<file path="src/rtl/maze_pkg.sv">
// Shared maze-game definitions: controller state encoding, direction codes and
// the default grid, start and goal constants also used by the renderer.
package maze_pkg;

  typedef logic [2:0] state_t;
  typedef logic [1:0] dir_t;

  localparam state_t ST_IDLE  = 3'd0;
  localparam state_t ST_CALC  = 3'd1;
  localparam state_t ST_READ  = 3'd2;
  localparam state_t ST_WAIT  = 3'd3;
  localparam state_t ST_CHECK = 3'd4;
  localparam state_t ST_DONE  = 3'd5;

  localparam dir_t DIR_L = 2'd0;
  localparam dir_t DIR_R = 2'd1;
  localparam dir_t DIR_U = 2'd2;
  localparam dir_t DIR_D = 2'd3;

  localparam int GRID_X_BITS = 3;
  localparam int GRID_Y_BITS = 3;
  localparam int START_X_DEF = 1;
  localparam int START_Y_DEF = 1;
  localparam int GOAL_X_DEF  = 6;
  localparam int GOAL_Y_DEF  = 6;

  // Horizontal moves beat vertical ones; with no direction set the result is DIR_D.
  function automatic dir_t dir_pick(input logic l, input logic r, input logic u, input logic d);
    dir_t res;
    if (l) begin
      res = DIR_L;
    end else if (r) begin
      res = DIR_R;
    end else if (u) begin
      res = DIR_U;
    end else begin
      res = d ? DIR_D : DIR_D;
    end
    return res;
  endfunction

endpackage

</file>
<file path="src/rtl/move_target.sv">
// Combinational single-step target calculator with grid bounds check; shared by
// the player controller and the ghost controller.
module move_target
  import maze_pkg::*;
#(
  parameter int X_BITS = GRID_X_BITS,
  parameter int Y_BITS = GRID_Y_BITS,
  parameter int X_MIN  = 0,
  parameter int X_MAX  = (1 << X_BITS) - 1,
  parameter int Y_MIN  = 0,
  parameter int Y_MAX  = (1 << Y_BITS) - 1
) (
  input  logic              dir_l_i,
  input  logic              dir_r_i,
  input  logic              dir_u_i,
  input  logic              dir_d_i,
  input  logic [X_BITS-1:0] pos_x_i,
  input  logic [Y_BITS-1:0] pos_y_i,
  output logic [X_BITS-1:0] tgt_x_o,
  output logic [Y_BITS-1:0] tgt_y_o,
  output logic              in_bounds_o
);

  localparam logic signed [X_BITS:0] X_LO = (X_BITS+1)'(X_MIN);
  localparam logic signed [X_BITS:0] X_HI = (X_BITS+1)'(X_MAX);
  localparam logic signed [Y_BITS:0] Y_LO = (Y_BITS+1)'(Y_MIN);
  localparam logic signed [Y_BITS:0] Y_HI = (Y_BITS+1)'(Y_MAX);
  localparam logic signed [X_BITS:0] X_ONE = (X_BITS+1)'(1);
  localparam logic signed [Y_BITS:0] Y_ONE = (Y_BITS+1)'(1);

  logic signed [X_BITS:0] tx_s;
  logic signed [Y_BITS:0] ty_s;

  // One bit of headroom so 0-1 and MAX+1 land outside the legal range instead of wrapping.
  always_comb begin
    tx_s = $signed({1'b0, pos_x_i});
    ty_s = $signed({1'b0, pos_y_i});
    case (dir_pick(dir_l_i, dir_r_i, dir_u_i, dir_d_i))
      DIR_L:   tx_s = tx_s - X_ONE;
      DIR_R:   tx_s = tx_s + X_ONE;
      DIR_U:   ty_s = ty_s - Y_ONE;
      DIR_D:   ty_s = ty_s + Y_ONE;
      default: tx_s = tx_s;
    endcase
    in_bounds_o = (tx_s >= X_LO) && (tx_s <= X_HI) && (ty_s >= Y_LO) && (ty_s <= Y_HI);
    tgt_x_o     = tx_s[X_BITS-1:0];
    tgt_y_o     = ty_s[Y_BITS-1:0];
  end

endmodule

</file>
<file path="src/rtl/player_move_ctrl.sv">
// Player movement controller: one move per request, bounds and wall check via the
// maze-map RAM, commit on legal moves, lock once the goal cell is reached.
module player_move_ctrl
  import maze_pkg::*;
#(
  parameter int X_BITS   = GRID_X_BITS,
  parameter int Y_BITS   = GRID_Y_BITS,
  parameter int X_MIN    = 0,
  parameter int X_MAX    = (1 << X_BITS) - 1,
  parameter int Y_MIN    = 0,
  parameter int Y_MAX    = (1 << Y_BITS) - 1,
  parameter int START_X  = START_X_DEF,
  parameter int START_Y  = START_Y_DEF,
  parameter int GOAL_X   = GOAL_X_DEF,
  parameter int GOAL_Y   = GOAL_Y_DEF,
  parameter int MAP_LAT  = 1,
  parameter int CNT_BITS = 8
) (
  input  logic                     clock,
  input  logic                     reset,
  input  logic                     move_req,
  input  logic                     move_left,
  input  logic                     move_right,
  input  logic                     move_up,
  input  logic                     move_down,
  output logic                     map_rd,
  output logic [X_BITS+Y_BITS-1:0] map_addr,
  input  logic                     map_wall,
  output logic [X_BITS-1:0]        pos_x,
  output logic [Y_BITS-1:0]        pos_y,
  output logic                     busy,
  output logic                     move_done,
  output logic                     move_legal,
  output logic                     goal_reached,
  output logic [CNT_BITS-1:0]      move_count
);

  localparam int WAIT_W = (MAP_LAT > 2) ? $clog2(MAP_LAT - 1) : 1;
  localparam logic [WAIT_W-1:0]   WAIT_LAST = WAIT_W'((MAP_LAT > 1) ? (MAP_LAT - 2) : 0);
  localparam logic [CNT_BITS-1:0] CNT_SAT   = {CNT_BITS{1'b1}};
  localparam logic [X_BITS-1:0]   GOAL_XV   = X_BITS'(GOAL_X);
  localparam logic [Y_BITS-1:0]   GOAL_YV   = Y_BITS'(GOAL_Y);

  state_t                     state_q, state_d;
  logic [3:0]                 dirs_q, dirs_d;
  logic [X_BITS-1:0]          tx_q, tx_d, pos_x_q, pos_x_d, tgt_x_s;
  logic [Y_BITS-1:0]          ty_q, ty_d, pos_y_q, pos_y_d, tgt_y_s;
  logic [WAIT_W-1:0]          wcnt_q, wcnt_d;
  logic                       map_rd_q, map_rd_d, busy_q, busy_d, done_q, done_d;
  logic                       legal_q, legal_d, goal_q, goal_d, in_bounds_s;
  logic [X_BITS+Y_BITS-1:0]   addr_q, addr_d;
  logic [CNT_BITS-1:0]        cnt_q, cnt_d;

  move_target #(
    .X_BITS(X_BITS), .Y_BITS(Y_BITS),
    .X_MIN(X_MIN), .X_MAX(X_MAX), .Y_MIN(Y_MIN), .Y_MAX(Y_MAX)
  ) u_target (
    .dir_l_i    (dirs_q[3]),
    .dir_r_i    (dirs_q[2]),
    .dir_u_i    (dirs_q[1]),
    .dir_d_i    (dirs_q[0]),
    .pos_x_i    (pos_x_q),
    .pos_y_i    (pos_y_q),
    .tgt_x_o    (tgt_x_s),
    .tgt_y_o    (tgt_y_s),
    .in_bounds_o(in_bounds_s)
  );

  // Next-state logic; outputs are registered, so strobes are raised on entry to their state.
  always_comb begin
    state_d  = state_q;
    dirs_d   = dirs_q;
    tx_d     = tx_q;
    ty_d     = ty_q;
    wcnt_d   = wcnt_q;
    pos_x_d  = pos_x_q;
    pos_y_d  = pos_y_q;
    map_rd_d = 1'b0;
    done_d   = 1'b0;
    legal_d  = legal_q;
    goal_d   = goal_q;
    addr_d   = addr_q;
    cnt_d    = cnt_q;
    case (state_q)
      ST_IDLE: begin
        if (move_req && !goal_q && (move_left || move_right || move_up || move_down)) begin
          dirs_d  = {move_left, move_right, move_up, move_down};
          state_d = ST_CALC;
        end else begin
          state_d = ST_IDLE;
        end
      end
      ST_CALC: begin
        tx_d = tgt_x_s;
        ty_d = tgt_y_s;
        if (in_bounds_s) begin
          map_rd_d = 1'b1;
          addr_d   = {tgt_y_s, tgt_x_s};
          state_d  = ST_READ;
        end else begin
          done_d  = 1'b1;
          legal_d = 1'b0;
          state_d = ST_DONE;
        end
      end
      ST_READ: begin
        wcnt_d = '0;
        if (MAP_LAT == 1) begin
          state_d = ST_CHECK;
        end else begin
          state_d = ST_WAIT;
        end
      end
      ST_WAIT: begin
        if (wcnt_q == WAIT_LAST) begin
          state_d = ST_CHECK;
        end else begin
          wcnt_d = wcnt_q + WAIT_W'(1);
        end
      end
      ST_CHECK: begin
        legal_d = !map_wall;
        done_d  = 1'b1;
        state_d = ST_DONE;
      end
      ST_DONE: begin
        state_d = ST_IDLE;
        if (legal_q) begin
          pos_x_d = tx_q;
          pos_y_d = ty_q;
          cnt_d   = (cnt_q == CNT_SAT) ? cnt_q : (cnt_q + CNT_BITS'(1));
          goal_d  = goal_q || ((tx_q == GOAL_XV) && (ty_q == GOAL_YV));
        end else begin
          pos_x_d = pos_x_q;
        end
      end
      default: state_d = ST_IDLE;
    endcase
    busy_d = (state_d != ST_IDLE);
  end

  // State and output registers; reset aborts any move in flight without committing.
  always_ff @(posedge clock or posedge reset) begin
    if (reset) begin
      state_q  <= ST_IDLE;
      dirs_q   <= 4'b0000;
      tx_q     <= '0;
      ty_q     <= '0;
      wcnt_q   <= '0;
      pos_x_q  <= X_BITS'(START_X);
      pos_y_q  <= Y_BITS'(START_Y);
      map_rd_q <= 1'b0;
      busy_q   <= 1'b0;
      done_q   <= 1'b0;
      legal_q  <= 1'b0;
      goal_q   <= 1'b0;
      addr_q   <= '0;
      cnt_q    <= '0;
    end else begin
      state_q  <= state_d;
      dirs_q   <= dirs_d;
      tx_q     <= tx_d;
      ty_q     <= ty_d;
      wcnt_q   <= wcnt_d;
      pos_x_q  <= pos_x_d;
      pos_y_q  <= pos_y_d;
      map_rd_q <= map_rd_d;
      busy_q   <= busy_d;
      done_q   <= done_d;
      legal_q  <= legal_d;
      goal_q   <= goal_d;
      addr_q   <= addr_d;
      cnt_q    <= cnt_d;
    end
  end

  assign map_rd       = map_rd_q;
  assign map_addr     = addr_q;
  assign pos_x        = pos_x_q;
  assign pos_y        = pos_y_q;
  assign busy         = busy_q;
  assign move_done    = done_q;
  assign move_legal   = legal_q;
  assign goal_reached = goal_q;
  assign move_count   = cnt_q;

endmodule
</file>
<file path="config.mk">
export PLATFORM = sky130hd
export DESIGN_NAME = player_move_ctrl
export DESIGN_NICKNAME = d
export VERILOG_FILES = /design/src/rtl/maze_pkg.sv /design/src/rtl/move_target.sv /design/src/rtl/player_move_ctrl.sv
export SDC_FILE = /design/constraint.sdc
export NUM_CORES = 1
export LEC_CHECK = 0
export CORE_MARGIN = 3
export CORE_UTILIZATION = 30
export CTS_CLUSTER_DIAMETER = 200
export DETAILED_ROUTE_END_ITERATION = 12
export SYNTH_ARGS = -nofsm -noshare
export SYNTH_HDL_FRONTEND = slang
export SYNTH_SLANG_ARGS = --single-unit
</file>
<file path="constraint.sdc">
create_clock -name clock -period 3.5 [get_ports clock]
set_input_delay 0.7 -clock clock [delete_from_list [all_inputs] [get_ports clock]]
set_output_delay 0.7 -clock clock [all_outputs]
set_load 0.01 [all_outputs]
</file>
# Word-level counts from Yosys, hierarchy flattened
# Index checks and enable logic that the tools add are counted.
dict set report totals {
  register_bits 39
  inputBits 8
  wordCells 76
  romBits 0
  mem_count 0
  ram_bits 0
  latch_bits 0
  output_inout_bits 25
}
dict set report op_classes {
  add_sub_neg 6
  eq_ne 12
  n_lt_le_gt_ge 4
  bitwise_logic 1
  shifts 0
  mux 17
  div_mod_pow 0
  multipliers 0
  reduce_logical 22
}
# cell n
set ops {}
lappend ops {{one-hot mux 4 bit (2 select lines)} 2}
lappend ops {{one-hot mux 3 bit (5 select lines)} 1}
lappend ops {{equality test 3 bit, second input constant} 4}
lappend ops {{adder 3 x 1 -> 4 bit, second input constant} 2}
lappend ops {{adder 8 x 1 -> 8 bit, second input constant} 1}
lappend ops {{equality test 8 bit, second input constant} 1}
lappend ops {{>= comparator 4 x 1 -> 1 bit, second input constant} 2}
lappend ops {{less-or-equal comparator 4 bit, second input constant} 2}
lappend ops {{AND reduction 2 bit} 4}
lappend ops {{subtractor 3 x 1 -> 4 bit, second input constant} 2}
lappend ops {{two-way mux 1 bit} 7}
lappend ops {{equality test 3 x 2 -> 1 bit, second input constant} 2}
lappend ops {{logical AND 1 bit} 6}
lappend ops {{two-way mux 3 bit} 2}
lappend ops {{one-hot mux 1 bit (2 select lines)} 3}
lappend ops {{equality test 2 bit, second input constant} 2}
lappend ops {{logical OR 1 bit} 4}
lappend ops {{two-way mux 2 bit} 2}
lappend ops {{nonzero test 2 bit} 2}
lappend ops {{equality test 3 x 1 -> 1 bit, second input constant} 1}
lappend ops {{logical NOT 3 bit} 1}
lappend ops {{AND reduction 3 bit} 1}
lappend ops {{nonzero test 3 bit} 1}
lappend ops {{equality test 2 x 1 -> 1 bit, second input constant} 1}
lappend ops {{5 further kinds} 6}

# Depth between registers and ports, before layout
dict set report logic_depth {
  depth_word 12
  ltp_mapped 9
  depth_no_buf 8
}

# Hierarchy
# A second synthesis with hierarchy kept.
dict set report unflattened {
  hier_cells 162
  area_unflattened_um2 1954.4
}
# mod seq_area_each_um2 cells_each n_inst area_each_um2
set modules_own_cells {}
lappend modules_own_cells {player_move_ctrl 953.4 125 1 1684.1}
lappend modules_own_cells {move_target 0.0 37 1 270.3}

# Least setup slack after synthesis
# OpenSTA, ideal clock, no wires.
dict set report synth_path {
  path_type {register -> register}
  startpoint {reg dirs_q[3]}
  endpoint {reg addr_q[0] (netlist: map_addr[0])}
  setup_time_ns 0.125
  path_slack_ns 0.961
  required_ns 3.375
  period_less_slack_ns 2.539
  stages_incl_launch_ff 10
  n_path_buf 1
  t_arrival_ns 2.415
  cell_sequence {dfrtp_1 -> buf_4 -> nor2_1 -> nand2_1 -> ha_1 -> a21oi_1 -> a31oi_1 -> a311o_2 -> a21oi_4 -> mux2_2}
}
dict set report synth_via {
  elab_chain_cells 8
  word_cells_on_any_way 15
  cone_classes {4 x order compare; 3 x eq/ne; 3 x mux; 5 x reduce/logical}
}
# element line
set synth_rtl {}
lappend synth_rtl {{start, declared} player_move_ctrl.sv:45} ;# logic [3:0] dirs_q, dirs_d;
lappend synth_rtl {{start signal, assigned} player_move_ctrl.sv:161} ;# dirs_q <= dirs_d;
lappend synth_rtl {{two-way mux 2 bit (*)} maze_pkg.sv:30} ;# if (l) begin
lappend synth_rtl {{equality test 2 x 1 -> 1 bit or logical NOT 2 bit (tied branches)} move_target.sv:38} ;# case (dir_pick(dir_l_i, dir_r_i, dir_u_i, dir_d_i))
lappend synth_rtl {{one-hot mux 4 bit (2 select lines)} move_target.sv:38}
lappend synth_rtl {{>= comparator 4 x 1 -> 1 bit or less-or-equal comparator 4 bit (tied branches)} move_target.sv:45} ;# in_bounds_o = (tx_s >= X_LO) && (tx_s <= X_HI) && (ty_s >= Y_LO) && (ty_s <= Y_HI);
lappend synth_rtl {{logical AND 1 bit (3 in series)} move_target.sv:45}
lappend synth_rtl {{AND reduction 2 bit (no source line)} -}
lappend synth_rtl {{end signal, assigned} player_move_ctrl.sv:172} ;# addr_q <= addr_d;
lappend synth_rtl {{end, declared} player_move_ctrl.sv:51} ;# logic [X_BITS+Y_BITS-1:0] addr_q, addr_d;
# Mark *: on every way between the ends. The rest lies on a longest branch, timed or not.
# A chain may end at the register's enable or synchronous reset.

# Worst setup path in the final report
dict set report layout_path {
  startpoint {reg dirs_q[3]}
  endpoint {reg addr_q[3] (netlist: map_addr[3])}
}
# Same word-level chain as after synthesis.

==> results_dict.tcl <==
set metrics [dict create \
    num_vias 1339 \
    rr_worst_depth 8 \
    antenna_left 0 \
    holdBufCountCts 0 \
    cp_cell_sequence "nor2_1, nand2_1, ha_1, a21oi_1, a31oi_1, a311o_2, a21oi_4, mux2_2" \
    port_buffers 32 \
    worstPathMaxFanout 10 \
    fin_crit_sh_pct 78.9 \
    whs_path_depth 1 \
    r2r_end "map_addr[3]" \
    areaGrowthSynthToFinish_pct 27.2 \
    hold_violations 0 \
    wirelength_um 3800 \
    n_antenna_cell 0 \
    rsz0062_at_grt "false" \
    max-cap-violations 0 \
    seqPwrFrac_pct 35.7 \
    synth_cell_types 45 \
    track_usage_pct 11.6 \
    grt_start_max_net_pins 37 \
    r2r_setup_slack_ns 0.74 \
    finalMaxSlewViolations 0 \
    setup_tns_ns 0 \
    synth.net_count 191 \
    grt_pass1_wl_um 6620 \
    final_cell_mix "dfrtp_1, nand2_1, clkdlybuf4s50_1" \
    first_pass_iters 4 \
    drive_gt1_share_pct 12.3 \
    status "finished, final reports clean" \
    rows 27 \
    num_io_pins 33 \
    grt_overflow_total 0 \
    synthFlopType "dfrtp_1" \
    regArea_um2 903 \
    max_stage_delay_ns 0.48 \
    path_buf_inv 0 \
    core_area_um2 5680 \
    fin_crit_ns 2.76 \
    post_cts_buffers 0 \
    dp_hpwl_um 2800 \
    seq_area_frac_synth_pct 49.9 \
    fill_cells 572 \
    syn_avg_cell_area_um2 10.3 \
    synth_edf_count 0 \
    start_kind "flop" \
    route.detailed.drc 0 \
    cts_sinks 36 \
    relSlewSlack_pct 70.4 \
    multiInputGateArea_um2 832 \
    hp-start "move_count[7]" \
    power.switching_uw 847 \
    grt_pass1_vias 1359 \
    cpMaxStageDelayCell "dfrtp_1" \
    root_buffer "clkbuf_8" \
    fin_nets 225 \
    combPwrFrac_pct 47.5 \
    globalplace.congestion 0.873 \
    r2r_start "dirs_q[3]" \
    initialDrtViolationCount 98 \
    avgRoutedWirePerCell_um 13.4 \
    ys_warn_count 0 \
    die_x_um 83.7 \
    clkPwrFrac_pct 16.8 \
    worstPathRequired_ns 3.67 \
    end_kind "flop" \
    power_density_nw_per_um2 935 \
    insertion_delay_ns 0.29 \
    syn_inst 176 \
    async_flop_share_pct 100 \
    cts_tree "built" \
    synth_area_um2 1810 \
    fmax_ghz 0.362 \
    htree_levels 2 \
    die_area_um2 7000 \
    tightest_slew_ns 0.437 \
    finClkSkew_ns 0.00835 \
    p_int_mw 1.31 \
    holdPathEnd "move_count[7]" \
    start_util_pct 31.9 \
    whs_ns 0.488 \
    antenna_found_initial 0 \
    setup_viol 0 \
    dieHeight_um 83.7 \
    post_cts_resized 0 \
    critical_path_arrival_ns 2.93 \
    viasPerCell 4.73 \
    hp-class "flop to flop" \
    synth_seq_cells 36 \
    clockBufferDepth 2 \
    critical_path.top_delay_family "compound AO/OA/AOI/OAI gates" \
    numCtsBuffers 5 \
    crit_start "dirs_q[3]" \
    power_leakage_nw 1.01 \
    cts.clk_slew.worst_paths_ns 0.08 \
    vdd_drop_max_mv 0.398 \
    layout_commonest_cell "dfrtp_1" \
    switching_share_pct 39.3 \
    critPathKind "flop to flop" \
]
[kinds of logic (layout without fill, tap and decap cells)]
logic type               count (synthesis)  after routing  synth area share (%)
buffers and inverters                   16             51                  4.08
AND/OR/NAND/NOR                         63             63                  16.5
AO/OA/AOI/OAI                           31             31                  11.6
XOR/XNOR                                11             11                  5.32
adder cells (fa/ha/maj)                  7              7                  5.26
flip-flops                              36             36                  49.9
multiplexers                            12             12                  7.26
[worst max-delay path by stage]
stage,endpoint,cells past startpoint
2_1_floorplan,map_addr[0],9
3_3_place_gp,map_addr[3],8
3_5_place_dp,map_addr[5],8
4_1_cts,map_addr[0],8
5_1_grt,map_addr[0],8
6_report,map_addr[3],8
[layout make-up]
class,instances,share of cell area (%)
inverters,10,1.63
well taps,72,3.91
clock inverters,3,1.85
clock buffers,5,2.99
flip-flops and latches,36,39.2
multi-input cells,124,36.1
repair buffers,33,14.2
[cells in the mapped netlist, drive strengths merged (2+ instances only)]
cell type	instances	area (um^2)
mux2i	3	30.0
or2	2	12.5
dfstp	2	52.6
nand2	32	120
xor2	4	35.0
a21oi	8	51.3
mux2	9	101
nand3b	2	15.0
nand2b	3	18.8
a211oi	2	15.0
o21ai	11	58.8
ha	6	75.1
nand3	3	15.0
and3	2	12.5
dfrtp	34	851
nand4	3	18.8
inv	9	33.8
buf	5	32.5
a31oi	3	25.0
xnor2	7	61.3
nor2	9	33.8
[flip-flops by register name (all words and copies together), names as in the netlist]
register      flops
map_addr          6
pos_x             3
busy              1
dirs_q            3
ty_q              3
move_legal        1
pos_y             3
goal_reached      1
move_count        8
move_done         1
tx_q              3
state_q           3
[power groups by stage]
stage	Combinational, mW	Clock (mW)	Sequential [mW]
final	1.02	0.363	0.768
after global routing	1.15	0.390	0.801
after CTS	1.04	0.374	0.771
after detailed placement	1.03	0	0.777
after global placement	1.02	0	0.776
after floorplan	0.691	0	0.750
[per-layer routing]
layer | vias up | track usage, % | wire length (um)
li1 | 672 | - | -
met1 | 627 | 17.0 | 1920
met2 | 36 | 16.6 | 1680
met3 | 4 | 3.26 | 166
met4 | 0 | 3.07 | 36
met5 | - | 0 | 0
[metrics by stage]
| step | power [mW] | util (%) | std cells | cell area, um^2 | setup WS [ns] |
|---|---|---|---|---|---|
| after CTS | 2.18 | 40.6 | 283 | 2300 | 0.752 |
| after detailed placement | 1.80 | 38.6 | 275 | 2190 | 0.769 |
| after global routing | 2.34 | 40.6 | 283 | 2300 | 0.541 |
| final | 2.15 | 40.6 | 283 | 2300 | 0.740 |
| after floorplan | 1.44 | - | 176 | 1810 | 0.961 |
| after global placement | 1.80 | 38.6 | 275 | 2190 | 0.852 |
No activity file was read; power rests on OpenSTA's default activity.
